### config.mk
export PLATFORM = sky130hd
export DESIGN_NAME = dsp_i2s_tx
export DESIGN_NICKNAME = d
export VERILOG_FILES = /design/src/rtl/dsp_i2s_tx.sv
export SDC_FILE = /design/constraint.sdc
export NUM_CORES = 1
export LEC_CHECK = 0
export ABC_AREA = 1
export ABC_CLOCK_PERIOD_IN_PS = 4750
export BUFFER_PORTS_ARGS = -buffer_cell sky130_fd_sc_hd__buf_2
export CAP_MARGIN = 25
export CELL_PAD_IN_SITES_DETAIL_PLACEMENT = 0
export CELL_PAD_IN_SITES_GLOBAL_PLACEMENT = 1
export CORE_UTILIZATION = 44
export CTS_CLUSTER_DIAMETER = 100
export CTS_CLUSTER_SIZE = 8
export DETAILED_ROUTE_END_ITERATION = 16
export PLACE_DENSITY = 0.91
export SLEW_MARGIN = 25
export SYNTH_ARGS = -nofsm -noshare
export SYNTH_HDL_FRONTEND = slang
export SYNTH_SLANG_ARGS = --single-unit
### constraint.sdc
create_clock -name clock -period 4.75 [get_ports clock]
set_clock_uncertainty 0.2 [all_clocks]
set_input_delay 0.7125 -clock clock [delete_from_list [all_inputs] [get_ports clock]]
set_output_delay 0.7125 -clock clock [all_outputs]
set_load 0.005 [all_outputs]
### src/rtl/dsp_i2s_tx.sv
// dsp_i2s_tx: stereo I2S serializer for the DSP output path.
// One-entry pending buffer, BCLK/LRCK/SDATA generation, sticky status.
module dsp_i2s_tx #(
  parameter int SAMPLE_BITS  = 16,
  parameter int SLOT_BITS    = 16,
  parameter int CLK_DIV_HALF = 1
) (
  input  logic                   clock,
  input  logic                   reset,
  input  logic [SAMPLE_BITS-1:0] sample_l,
  input  logic [SAMPLE_BITS-1:0] sample_r,
  input  logic                   sample_valid,
  input  logic                   enable,
  input  logic                   status_clear,
  output logic                   i2s_bclk,
  output logic                   i2s_lrck,
  output logic                   i2s_sdata,
  output logic                   frame_sync,
  output logic                   underrun,
  output logic                   overrun
);

  localparam int FRAME_BITS = 2 * SLOT_BITS;
  localparam int BW = $clog2(FRAME_BITS);
  localparam int DW = (CLK_DIV_HALF > 1) ? $clog2(CLK_DIV_HALF) : 1;
  localparam int WW = 2 * SAMPLE_BITS;

  localparam logic [DW-1:0] DIV_LAST = DW'(CLK_DIV_HALF - 1);
  localparam logic [BW-1:0] BIT_LAST = BW'(FRAME_BITS - 1);
  localparam logic [BW-1:0] SLOT_LIM = BW'(SLOT_BITS);

  typedef enum logic {
    IDLE,
    RUN
  } state_t;

  state_t          state_q, state_d;
  logic [DW-1:0]   div_q, div_d;
  logic [BW-1:0]   bit_q, bit_d;
  logic            bclk_q, bclk_d;
  logic            lrck_q, lrck_d;
  logic            sdata_q, sdata_d;
  logic [WW-1:0]   shifter_q, shifter_d;
  logic [WW-1:0]   pend_q, pend_d;
  logic            pend_full_q, pend_full_d;
  logic            fsync_q, fsync_d;
  logic            underrun_q, underrun_d;
  logic            overrun_q, overrun_d;
  logic            load;
  logic            consume;

  // Stream bit at frame position idx: {L, pad, R, pad}, MSB first.
  // The frame word is held whole and indexed rather than shifted, so
  // the previous frame stays available for an underrun repeat.
  function automatic logic stream_bit(
    input logic [WW-1:0] w,
    input logic [BW-1:0] idx
  );
    logic                   right;
    logic [BW-1:0]          b;
    logic [SAMPLE_BITS-1:0] s;
    right = (idx >= SLOT_LIM);
    b     = right ? idx - SLOT_LIM : idx;
    s     = right ? w[SAMPLE_BITS-1:0] : w[WW-1:SAMPLE_BITS];
    stream_bit = 1'b0;
    for (int i = 0; i < SAMPLE_BITS; i++) begin
      if (int'(b) == i) stream_bit = s[SAMPLE_BITS-1-i];
    end
  endfunction

  // FSM next state, BCLK divider and bit timing.
  always_comb begin
    state_d   = state_q;
    div_d     = div_q;
    bit_d     = bit_q;
    bclk_d    = bclk_q;
    lrck_d    = lrck_q;
    sdata_d   = sdata_q;
    shifter_d = shifter_q;
    load      = 1'b0;
    unique case (state_q)
      IDLE: begin
        div_d   = '0;
        bit_d   = '0;
        bclk_d  = 1'b0;
        lrck_d  = 1'b0;
        sdata_d = 1'b0;
        if (enable) begin
          state_d = RUN;
          load    = 1'b1;
        end
      end
      RUN: begin
        if (div_q == DIV_LAST) begin
          div_d  = '0;
          bclk_d = ~bclk_q;
          if (bclk_q) begin
            bit_d   = (bit_q == BIT_LAST) ? '0 : bit_q + 1'b1;
            lrck_d  = (bit_d >= SLOT_LIM);
            // one-BCLK data delay: new position k carries stream bit k-1
            sdata_d = stream_bit(shifter_q, bit_q);
            if (bit_q == BIT_LAST) begin
              if (enable) begin
                load = 1'b1;
              end else begin
                state_d = IDLE;
                sdata_d = 1'b0;
              end
            end
          end
        end else begin
          div_d = div_q + 1'b1;
        end
      end
      default: state_d = IDLE;
    endcase
    if (load && pend_full_q) shifter_d = pend_q;
  end

  // Pending entry handoff and sticky status flags.
  always_comb begin
    consume     = load & pend_full_q;
    pend_d      = sample_valid ? {sample_l, sample_r} : pend_q;
    pend_full_d = sample_valid | (pend_full_q & ~consume);
    fsync_d     = consume;
    underrun_d  = (load & ~pend_full_q)
                | (underrun_q & ~status_clear);
    overrun_d   = (sample_valid & pend_full_q & ~consume)
                | (overrun_q & ~status_clear);
  end

  // Serializer and FSM registers.
  always_ff @(posedge clock or negedge reset) begin
    if (!reset) begin
      state_q   <= IDLE;
      div_q     <= '0;
      bit_q     <= '0;
      bclk_q    <= 1'b0;
      lrck_q    <= 1'b0;
      sdata_q   <= 1'b0;
      shifter_q <= '0;
    end else begin
      state_q   <= state_d;
      div_q     <= div_d;
      bit_q     <= bit_d;
      bclk_q    <= bclk_d;
      lrck_q    <= lrck_d;
      sdata_q   <= sdata_d;
      shifter_q <= shifter_d;
    end
  end

  // Pending buffer and status registers.
  always_ff @(posedge clock or negedge reset) begin
    if (!reset) begin
      pend_q      <= '0;
      pend_full_q <= 1'b0;
      fsync_q     <= 1'b0;
      underrun_q  <= 1'b0;
      overrun_q   <= 1'b0;
    end else begin
      pend_q      <= pend_d;
      pend_full_q <= pend_full_d;
      fsync_q     <= fsync_d;
      underrun_q  <= underrun_d;
      overrun_q   <= overrun_d;
    end
  end

  assign i2s_bclk   = bclk_q;
  assign i2s_lrck   = lrck_q;
  assign i2s_sdata  = sdata_q;
  assign frame_sync = fsync_q;
  assign underrun   = underrun_q;
  assign overrun    = overrun_q;

endmodule

==> metrics.txt, run 1 <==
post-synthesis mux area share=3.00%; EDFF count, synth=0; ys flop type=dfrtp_1; vias in the first global route=2383; hold buffers post-CTS=0; max-cap violation count=0; Max Buffers Root-to-Sink=2; pre-CTS WS=1940 ps; Worst-path clk slew=80 ps; Synth Area in Compound Gates=9.22%; area of the multi-input gates=1220 um^2; Slew @ Worst Pin=787 ps; Placement Rows=31; post-layout util=51.8%; post-DP HPWL=4600 um; run status=complete, no violations; critical path cell sequence=ha_1 -> inv_1 -> a21oi_2 -> nand2_2 -> nor2_8 -> mux2_1; Distinct cells, synth=34; ys async rst share=100%; fmax=357 MHz; Worst R2R Start=bit_q[4]$_DFFE_PN0N_; Yosys reg bits=76; Pre-antenna DRT Iters=4; layout filler cell count=705; largest net degree at the start of global routing=55; die span in y=89.6 um; Setup Viol. Count Final=0; post-cts gate resize count=0; largest family of logic cells by synthesized area=simple AND/OR/NAND/NOR gates; launch point of the worst path=bit_q[4]$_DFFE_PN0N_; Crit-path slowest cell=dfrtp_1; Die Width=89.6 um; CP Launch Type=flop; post-CTS setup buffer count=0; Cell Pwr Density=309 nW/um^2; Port Buffer Count=42; dominant cells by area after synthesis=dfrtp_1 56%, nand2_1 16%, inv_1 3.4%; slowest stage delay, CP=840 ps; Min-Delay Path Class=input port to asynchronous set/reset pin; Die ar.=8030 um^2; top post-synthesis cells by count=146 x nand2_1, 76 x dfrtp_1, 31 x inv_1; Post-Synth XOR/XNOR Area=0.519%; synth warn=0; Pins Over Slew Limit=0; CTS buffer count=9; Post-Route WL=6550 um; ant diodes=0; Crit. End Element=flop; CP arrival=2820 ps; Leak Pwr=1.98 nW; layout cell share with drive strength beyond 1=17.4%; Synth top area share=56.3%; vias per cell=4.71; Detail Route Antenna Nets=0; DR vias=2473; Critical Path RT=4770 ps; clk sinks=76; drt wl/cell=12.5 um; Slew headroom=47.2%; RSZ-0062 raised after global routing=no; H-tree depth=3; Tmin final=2800 ps; Clk Latency, worst-skew pair=350 ps; final weighted congestion in routability-driven placement=0.778; Avg Cell Area, Syn=8.87 um^2; Post-Syn Area=3380 um^2; Nets=463; first-pass GRT wire length=11400 um; most frequent cell after synthesis=nand2_1; # IOs=43; final setup margin=1950 ps; first-iteration detailed-routing DRC count=145; core footprint=7330 um^2; CTS tree=done; largest area contributor in the netlist=dfrtp_1; crit path kind=flop to flop; root buffer cell=clkbuf_8; Synth Area in Simple Gates=21.6%; Adder-Cell Fraction of Synth Area=1.85%; storage element area=1900 um^2; Total GRT Usage=19.3%; area grow syn2layout=12.4%; Post-Synthesis Cells=381; DR DRC count=0; syn_nets=423; initial antenna violation count=0; Setup TNS=0 ps; Worst Path Max Fanout=54; final hold violation count=0; Initial Util=46.1%; VDD IR-drop max=0.193 mV; final worst path period share=58.9%; total grt overflow=0; reg2reg setup slack=1950 ps; sequential cell area fraction in the yosys report=56.3%
[per-stage QoR]
stage          cells  area (um^2)  total power, mW  hold WS [ps]
2_1_floorplan    381         3380            0.722           217
3_3_place_gp     509         3630            0.757           256
3_5_place_dp     509         3630            0.760           259
4_1_cts          525         3800             1.19           196
5_1_grt          525         3800             1.24           227
6_report         525         3800             1.17           188
[where the power goes]
part / switching, mW / internal, mW / total, mW
clock: 0.238 / 0.192 / 0.430
combinational: 0.0392 / 0.0231 / 0.0623
sequential: 0.0119 / 0.671 / 0.683
[final timing paths]
kind,to,cells past startpoint
min reg2reg,pend_q[6]$_DFFE_PN0P_,2
max reg2reg,shifter_q[0]$_DFFE_PN0P_,6
min in group clock,pend_q[6]$_DFFE_PN0P_,2
max in group asynchronous,shifter_q[21]$_DFFE_PN0P_,2
min,pend_q[19]$_DFFE_PN0P_,1
max,shifter_q[0]$_DFFE_PN0P_,6
[metal layers]
| metal | part of all wire (%) | global-route usage (%) | vias up |
|---|---|---|---|
| met2 | 45 | 29.0 | 38 |
| met3 | 2.7 | 3.93 | 11 |
| met1 | 49 | 26.5 | 1149 |
| met4 | 2.6 | 9.81 | 0 |
| li1 | - | - | 1275 |
| met5 | 0 | 0 | - |
[placed cells by master, fill, tap and decap left out, drive strengths merged]
| master | n |
|---|---|
| clkbuf | 11 |
| o21ai | 29 |
| a211oi | 1 |
| a31oi | 3 |
| xor2 | 2 |
| clkinvlp | 2 |
| a21oi | 16 |
| nand4 | 2 |
| nor2 | 20 |
| dfrtp | 76 |
| inv | 40 |
| nor3 | 1 |
| buf | 43 |
| o22ai | 4 |
| o211ai | 3 |
| nand3 | 7 |
| clkinv | 4 |
| mux2 | 9 |
| ha | 5 |
| nand2 | 148 |
[cell type report]
cell class	instances	area share [%]
flip-flops and latches	76	50.1
multi-input cells	250	32.2
repair buffers	43	5.80
inverters	41	4.25
clock buffers	11	3.46
well taps	99	3.26
clock inverters	5	0.988
[worst max-delay path, delay by kind of cell, from the launching register on]
family / cells / cell delay [ps]
multiplexers: 1 / 390
AND/OR/NAND/NOR: 2 / 690
buffers and inverters: 1 / 80
flip-flops: 1 / 840
AO/OA/AOI/OAI: 1 / 200
adder cells (fa/ha/maj): 1 / 260
[cells by family (layout without fill, tap and decap cells)]
| kind of cell | count (synthesis) | after routing |
|---|---|---|
| and+or+nand+nor | 178 | 178 |
| DFF | 76 | 76 |
| AOI/OAI and AO/OA | 56 | 56 |
| buffers and inverters | 55 | 100 |
| muxes | 9 | 9 |
| adders and majority gates | 5 | 5 |
| xor gates and xnor gates | 2 | 2 |
[state kept, by name, indices dropped and copies added, names as in the netlist]
name / count
pend_full_q: 1
state_q: 1
shifter_q: 32
pend_q: 32
frame_sync: 1
bit_q: 5
overrun: 1
i2s_sdata: 1
underrun: 1
i2s_bclk: 1
No activity file was read; power rests on OpenSTA's default activity.
==> run 2: changes to the inputs <==
==> config.mk (replaced) <==
export PLATFORM = sky130hd
export DESIGN_NAME = dsp_i2s_tx
export DESIGN_NICKNAME = d
export VERILOG_FILES = /design/src/rtl/dsp_i2s_tx.sv
export SDC_FILE = /design/constraint.sdc
export NUM_CORES = 1
export LEC_CHECK = 0
export ABC_AREA = 0
export ABC_CLOCK_PERIOD_IN_PS = 2300
export BUFFER_PORTS_ARGS = -buffer_cell sky130_fd_sc_hd__buf_2
export CAP_MARGIN = 25
export CELL_PAD_IN_SITES_DETAIL_PLACEMENT = 0
export CELL_PAD_IN_SITES_GLOBAL_PLACEMENT = 1
export CORE_UTILIZATION = 43
export CTS_CLUSTER_DIAMETER = 100
export CTS_CLUSTER_SIZE = 8
export DETAILED_ROUTE_END_ITERATION = 16
export PLACE_DENSITY = 0.87
export SLEW_MARGIN = 25
export SYNTH_ARGS = -nofsm -noshare
export SYNTH_HDL_FRONTEND = slang
export SYNTH_SLANG_ARGS = --single-unit
==> constraint.sdc (replaced) <==
create_clock -name clock -period 2.3 [get_ports clock]
set_clock_uncertainty 0.2 [all_clocks]
set_input_delay 0.345 -clock clock [delete_from_list [all_inputs] [get_ports clock]]
set_output_delay 0.345 -clock clock [all_outputs]
set_load 0.005 [all_outputs]
==> run 2 against run 1 <==
  * Combinational power grew to 18 times the previous value
  * Final cell count is 23% lower
  * Sequential share of layout area is 3.9 points lower
  * Die area is 1.8% higher
  * Fmax is 26% higher
  * Critical path depth is 3 higher
  * Routed wire length is 4.7% lower
  * Sequential cell count stayed put
  * Largest cell class unchanged
  * Sequential power grew to 2.6 times the previous value
  * Global-route usage is 3.0 points lower
==> metrics.txt, run 2 <==
ant diodes=0 (unchanged); Post-Syn Area=3360 um^2 (-0.48%); commonest non-fill, non-tap cells in the layout=75 x dfrtp_1, 69 x mux2_2, 42 x buf_2; vias per cell=5.08 (+7.8%); synth warn=0 (unchanged); CTS buffer count=9 (unchanged); top post-synthesis cells by count=76 x dfrtp_1, 69 x mux2_2, 13 x inv_1; first-iteration detailed-routing DRC count=86 (-41%); Cell Pwr Density=957 nW/um^2 (+210%); Worst Path Max Fanout=8 (-85%); most frequent cell after synthesis=dfrtp_1; area grow syn2layout=22.4%; final hold violation count=0 (unchanged); total chip power=3.94 mW (+240%); layout filler cell count=610 (-13%); EDFF count, synth=0 (unchanged); Post-Synthesis Cells=234 (-39%); Tmin final=2230 ps (-571 ps); Setup Viol. Count Final=0 (unchanged); area of the multi-input gates=1350 um^2 (+10%); Synth top area share=56.6% (+0.27 points); Crit. End Element=flop; ys async rst share=100% (unchanged); core footprint=7410 um^2 (+1.1%); Die Width=90.4 um (+0.89%); Pins Over Slew Limit=0 (unchanged); Detail Route Antenna Nets=0 (unchanged); fin area=4120 um^2 (+8.4%); syn_nets=276 (-35%); CTS tree=done; Placement Rows=31 (unchanged); total grt overflow=0 (unchanged); Pre-antenna DRT Iters=4 (unchanged); max-cap violation count=0 (unchanged); DR DRC count=0 (unchanged); drt wl/cell=15.5 um (+24%); Setup TNS=0 ps (unchanged); DR vias=2047 (-17%); initial antenna violation count=0 (unchanged); Distinct cells, synth=44 (+29%); layout cell share with drive strength beyond 1=51.6% (+34 points); Clk Latency, worst-skew pair=350 ps (about the same); largest area contributor in the netlist=dfrtp_1; post-DP HPWL=4120 um (-10%); Leak Pwr=1.98 nW (+0.22%); Total GRT Usage=16.2% (-3.0 points); root buffer cell=clkbuf_8; Port Buffer Count=42 (unchanged); first-pass GRT wire length=10200 um (-11%); CP Launch Type=flop; Slew @ Worst Pin=532 ps (-256 ps); final weighted congestion in routability-driven placement=0.847 (+8.8%); clk sinks=76 (unchanged); Worst-path clk slew=70 ps (about the same); dominant cells by area after synthesis=dfrtp_1 57%, mux2_2 23%, mux2i_1 2.1%; fmax=449 MHz (+26%); Min-Delay Path Class=input port to flop; Post-Route WL=6250 um (-4.7%); Max Buffers Root-to-Sink=2 (unchanged); DP Area=3750 um^2 (+3.2%); ys flop type=dfrtp_1; run status=complete, no violations; RSZ-0062 raised after global routing=no; Die ar.=8180 um^2 (+1.8%); sequential cell area fraction in the yosys report=56.6% (+0.27 points); Largest regs=pend_q (32), shifter_q (32), bit_q (5); H-tree depth=3 (unchanged); storage element area=1900 um^2 (about the same); CP arrival=2270 ps (-550 ps); # IOs=43 (unchanged); Avg Cell Area, Syn=14.4 um^2 (+62%); Yosys reg bits=76 (unchanged); vias in the first global route=2103 (-12%); reg2reg setup slack=70 ps (-1880 ps); final worst path period share=96.9% (+38 points); die span in y=90.4 um (+0.89%); commonest non-fill, non-tap cell in the layout=dfrtp_1; Initial Util=45.4% (-0.70 points); crit path kind=flop to flop; VDD IR-drop max=0.462 mV (+140%); Slew headroom=64.6% (+17 points); Critical Path RT=2340 ps (-2430 ps); Nets=341 (-26%); largest net degree at the start of global routing=34 (-38%)
[run 2: cell types whose count changed after synthesis, moves of 11 or more]
cell	previous run	this run
a21oi_1	14	3
inv_1	31	13
mux2_2	0	69
nand2_1	146	2
nor2_1	18	1
o21ai_1	15	1
[run 2: worst max-delay path, stage by stage (launching register included)]
cell	delay (ps)
dfrtp_1	390
ha_2	190
and3_4	190
ha_2	180
a21boi_2	140
nand2b_4	140
inv_1	60
nand2_4	130
clkbuf_16	180
mux2_2	330
[run 2: logic make-up (layout without fill, tap and decap cells)]
logic type               after synthesis  in the layout  synth area share [%]
multiplexers                          80             80                  27.4
flip-flops                            76             76                  56.6
AO/OA/AOI/OAI                         27             27                  5.88
buffers and inverters                 25             95                  4.50
AND/OR/NAND/NOR                       21             21                  3.76
adder cells (fa/ha/maj)                5              5                  1.86
[run 2: final timing paths]
| kind | startpoint | to | cells past startpoint |
|---|---|---|---|
| setup / recovery | bit_q[0]$_DFFE_PN0N_ | shifter_q[20]$_DFFE_PN0P_ | 9 |
| hold / removal | sample_l[9] | pend_q[25]$_DFFE_PN0P_ | 2 |
| setup reg to reg | bit_q[0]$_DFFE_PN0N_ | shifter_q[20]$_DFFE_PN0P_ | 9 |
| hold reg to reg | shifter_q[12]$_DFFE_PN0P_ | shifter_q[12]$_DFFE_PN0P_ | 1 |
| max in group asynchronous | reset | shifter_q[6]$_DFFE_PN0P_ | 3 |
| min in group asynchronous | reset | pend_q[21]$_DFFE_PN0P_ | 2 |
[run 2: area by class of cell]
cell class | instances | area share [%]
Timing Repair Buffer | 66 | 11.6
Inverter | 13 | 1.19
Tap cell | 99 | 3.01
Multi-Input combinational cell | 133 | 32.8
Clock buffer | 13 | 4.10
Clock inverter | 3 | 1.06
Sequential cell | 76 | 46.2
[run 2: what timing repair did]
action,in CTS,in global routing
buffers inserted,0,2
endpoints found under the setup margin,0,33
endpoints found under the hold margin,25,1
hold buffers,4,1
resized for setup,0,8
[run 2: power by group]
part           internal, mW  switching [mW]
sequential             1.60           0.146
clock                 0.591           0.476
combinational         0.602           0.520
[run 2: through the flow]
stage | hold slack, ps | cells | setup WS [ps] | utilization [%]
4_1_cts | 2.55 | 397 | 1.71 | 54.0
5_1_grt | 3.96 | 403 | 15.2 | 55.6
2_1_floorplan | -151 | 234 | 7.96 | -
3_5_place_dp | 154 | 377 | 14.1 | 50.6
3_3_place_gp | 150 | 377 | 61.6 | 50.6
6_report | 21.8 | 403 | 71.7 | 55.6
[run 2: layer usage]
| metal | global-route usage (%) | vias to the layer above | routed length, um |
|---|---|---|---|
| met1 | 21.7 | 1034 | 3020 |
| met5 | 0 | - | 0 |
| li1 | - | 968 | - |
| met3 | 5.64 | 7 | 232 |
| met4 | 6.05 | 0 | 88 |
| met2 | 24.4 | 38 | 2900 |
==> run 3: changes to the inputs <==
--- a/config.mk
+++ b/config.mk
@@ -5,17 +5,17 @@
 export SDC_FILE = /design/constraint.sdc
 export NUM_CORES = 1
 export LEC_CHECK = 0
-export ABC_AREA = 0
+export ABC_AREA = 1
 export ABC_CLOCK_PERIOD_IN_PS = 2300
 export BUFFER_PORTS_ARGS = -buffer_cell sky130_fd_sc_hd__buf_2
 export CAP_MARGIN = 25
 export CELL_PAD_IN_SITES_DETAIL_PLACEMENT = 0
 export CELL_PAD_IN_SITES_GLOBAL_PLACEMENT = 1
-export CORE_UTILIZATION = 43
+export CORE_UTILIZATION = 39
 export CTS_CLUSTER_DIAMETER = 100
 export CTS_CLUSTER_SIZE = 8
 export DETAILED_ROUTE_END_ITERATION = 16
-export PLACE_DENSITY = 0.87
+export PLACE_DENSITY_LB_ADDON = 0.1
 export SLEW_MARGIN = 25
 export SYNTH_ARGS = -nofsm -noshare
 export SYNTH_HDL_FRONTEND = slang
==> run 3 against run 2 <==
  * Clock-buffer cell count fell by 2
  * Critical endpoint is now shifter_q[6]$_DFFE_PN0P_
  * Setup slack better by 38 ps
  * Fmax rose by 1.7%
  * Utilization is 1.6 points lower
  * First-iteration DRC count down 1.2%
  * Critical path depth increased by 1
  * Largest cell class unchanged
  * Register-to-register slack better by 40 ps
  * Clock power about the same
==> metrics.txt, run 3 (synthesis results as in run 1) <==
commonest non-fill, non-tap cell in the layout=nand2_1; fmax=457 MHz (+1.7%); ant diodes=0 (unchanged); Reg-to-Reg End=shifter_q[6]$_DFFE_PN0P_; Total GRT Usage=19.0% (+2.8 points); clk sinks=76 (unchanged); Worst R2R Start=bit_q[0]$_DFFE_PN0N_; Worst-path clk slew=80 ps (about the same); core footprint=8300 um^2 (+12%); commonest non-fill, non-tap cells in the layout=146 x nand2_1, 73 x dfrtp_1, 41 x buf_2; Cell Pwr Density=590 nW/um^2 (-38%); vias in the first global route=2597 (+23%); vias per cell=4.63 (-8.8%); area grow syn2layout=32.6%; Slew @ Worst Pin=426 ps (-106 ps); placed cell count=526 (+40%); Hold WS=4.59 ps (-17.2 ps); CP arrival=2230 ps (-40 ps); largest net degree at the start of global routing=47 (+38%); Crit. End Element=flop; Leak Pwr=2.25 nW (+14%); RSZ-0062 raised after global routing=yes; Largest regs=pend_q (32), shifter_q (32), bit_q (5); Detail Route Antenna Nets=0 (unchanged); Port Buffer Count=42 (unchanged); initial antenna violation count=0 (unchanged); first-pass GRT wire length=12800 um (+26%); layout filler cell count=779 (+28%); total grt overflow=0 (unchanged); post-layout util=54.0% (-1.6 points); final worst path period share=95.2% (-1.6 points); post-DP HPWL=5160 um (+25%); R2R depth=10 (+1); root buffer cell=clkbuf_8; run status=complete, no violations; most used cell along the critical path=inv_1; Critical Path RT=2340 ps (about the same); DR DRC count=0 (unchanged); Slew headroom=71.6% (+7.1 points); slowest stage delay, CP=450 ps (+60 ps); Setup Viol. Count Final=0 (unchanged); reg2reg setup slack=110 ps (+40 ps); Worst Path Max Fanout=6 (-2); die span in y=95.1 um (+5.1%); Clk Latency, worst-skew pair=350 ps (about the same); Crit-path slowest cell=dfrtp_2; DR vias=2695 (+32%); Die ar.=9040 um^2 (+11%); CTS tree=done; drt wl/cell=13.7 um (-11%); # IOs=43 (unchanged); Hold Path Sink=pend_q[25]$_DFFE_PN0P_; CP Launch Type=flop; final hold violation count=0 (unchanged); Initial Util=40.7% (-4.7 points); first-iteration detailed-routing DRC count=85 (-1.2%); critical path cell sequence=ha_4 -> inv_1 -> nor2_2 -> ha_1 -> inv_1 -> a21oi_4 -> nand2_4 -> nor2_8 -> buf_12 -> mux2_4; VDD IR-drop max=0.376 mV (-19%); final std cells w/o fill=582 (+44%); Die Width=95.1 um (+5.1%); crit path kind=flop to flop; Nets=514 (+51%); H-tree depth=3 (unchanged); Min-Delay Path Class=input port to flop; hold depth=3 (+1); Placement Rows=33 (+6.5%); CTS buffer count=9 (unchanged); Post-Route WL=7990 um (+28%); hold_sp=sample_l[9]; final weighted congestion in routability-driven placement=0.770 (-9.1%); Pre-antenna DRT Iters=4 (unchanged); layout cell share with drive strength beyond 1=23.5% (-28 points); Max Buffers Root-to-Sink=2 (unchanged); Tmin final=2190 ps (-37.8 ps); Pins Over Slew Limit=0 (unchanged); max-cap violation count=0 (unchanged)
-- run 3: cell count changes in the layout (fill, tap and decap cells not counted), sizes merged, moves of 4 or more --
cell | previous run | this run
nand3 | 1 | 7
a21oi | 3 | 16
nor2b | 5 | 0
dlygate4sd3 | 5 | 31
nor2 | 1 | 21
inv | 13 | 40
mux2 | 71 | 9
nand2 | 3 | 148
o21ai | 7 | 29
a221oi | 4 | 0
mux2i | 7 | 0
-- run 3: worst max path at each step --
stage / from / endpoint
final: bit_q[0]$_DFFE_PN0N_ / shifter_q[6]$_DFFE_PN0P_
after detailed placement: bit_q[0]$_DFFE_PN0N_ / shifter_q[0]$_DFFE_PN0P_
after floorplan: bit_q[0]$_DFFE_PN0N_ / shifter_q[5]$_DFFE_PN0P_
after global routing: bit_q[0]$_DFFE_PN0N_ / i2s_sdata$_DFFE_PN0N_
after global placement: bit_q[4]$_DFFE_PN0N_ / i2s_sdata$_DFFE_PN0N_
after CTS: bit_q[0]$_DFFE_PN0N_ / shifter_q[7]$_DFFE_PN0P_
-- run 3: per-layer routing --
metal	GRT usage (%)	vias up	part of all wire [%]
met5	0	-	0
met2	27.9	37	45
met4	8.59	0	2.0
met1	27.2	1258	50
met3	3.43	12	2.4
li1	-	1388	-
-- run 3: cell type report --
class | instances | area (um^2) | area share [%]
Clock inverter | 5 | 60.1 | 1.34
Timing Repair Buffer | 93 | 753 | 16.8
Inverter | 41 | 164 | 3.66
Sequential cell | 76 | 1910 | 42.6
Tap cell | 105 | 131 | 2.93
Clock buffer | 11 | 141 | 3.16
Multi-Input combinational cell | 251 | 1320 | 29.5
-- run 3: critical path: cells and delay by family (launching register included) --
kind,cells,cell delay (ps)
compound gates,1,180
fa+ha+maj,2,300
buf+inv,3,270
flops,1,450
mux,1,300
simple gates,3,370
-- run 3: timing repair --
action / in CTS / in global routing
hold endpoints to repair: 60 / 0
buffers inserted: 0 / 6
resized for setup: 0 / 26
endpoints found under the setup margin: 0 / 32
hold buffers: 31 / 0
-- run 3: report_power, final --
group	internal (mW)	total, mW	switching [mW]
combinational	0.0864	0.178	0.0911
sequential	1.39	1.41	0.0258
clock	0.536	1.05	0.519
total	2.01	2.64	0.636
-- run 3: per-stage QoR --
step	cell area (um^2)	total power, mW	TNS [ps]	setup slack (ps)
6_report	4480	2.64	0	109
5_1_grt	4480	2.76	-46.4	-46.4
4_1_cts	4260	2.67	0	44.1
3_5_place_dp	3740	1.58	0	68.5
3_3_place_gp	3740	1.58	0	128
2_1_floorplan	3380	1.49	0	59.2
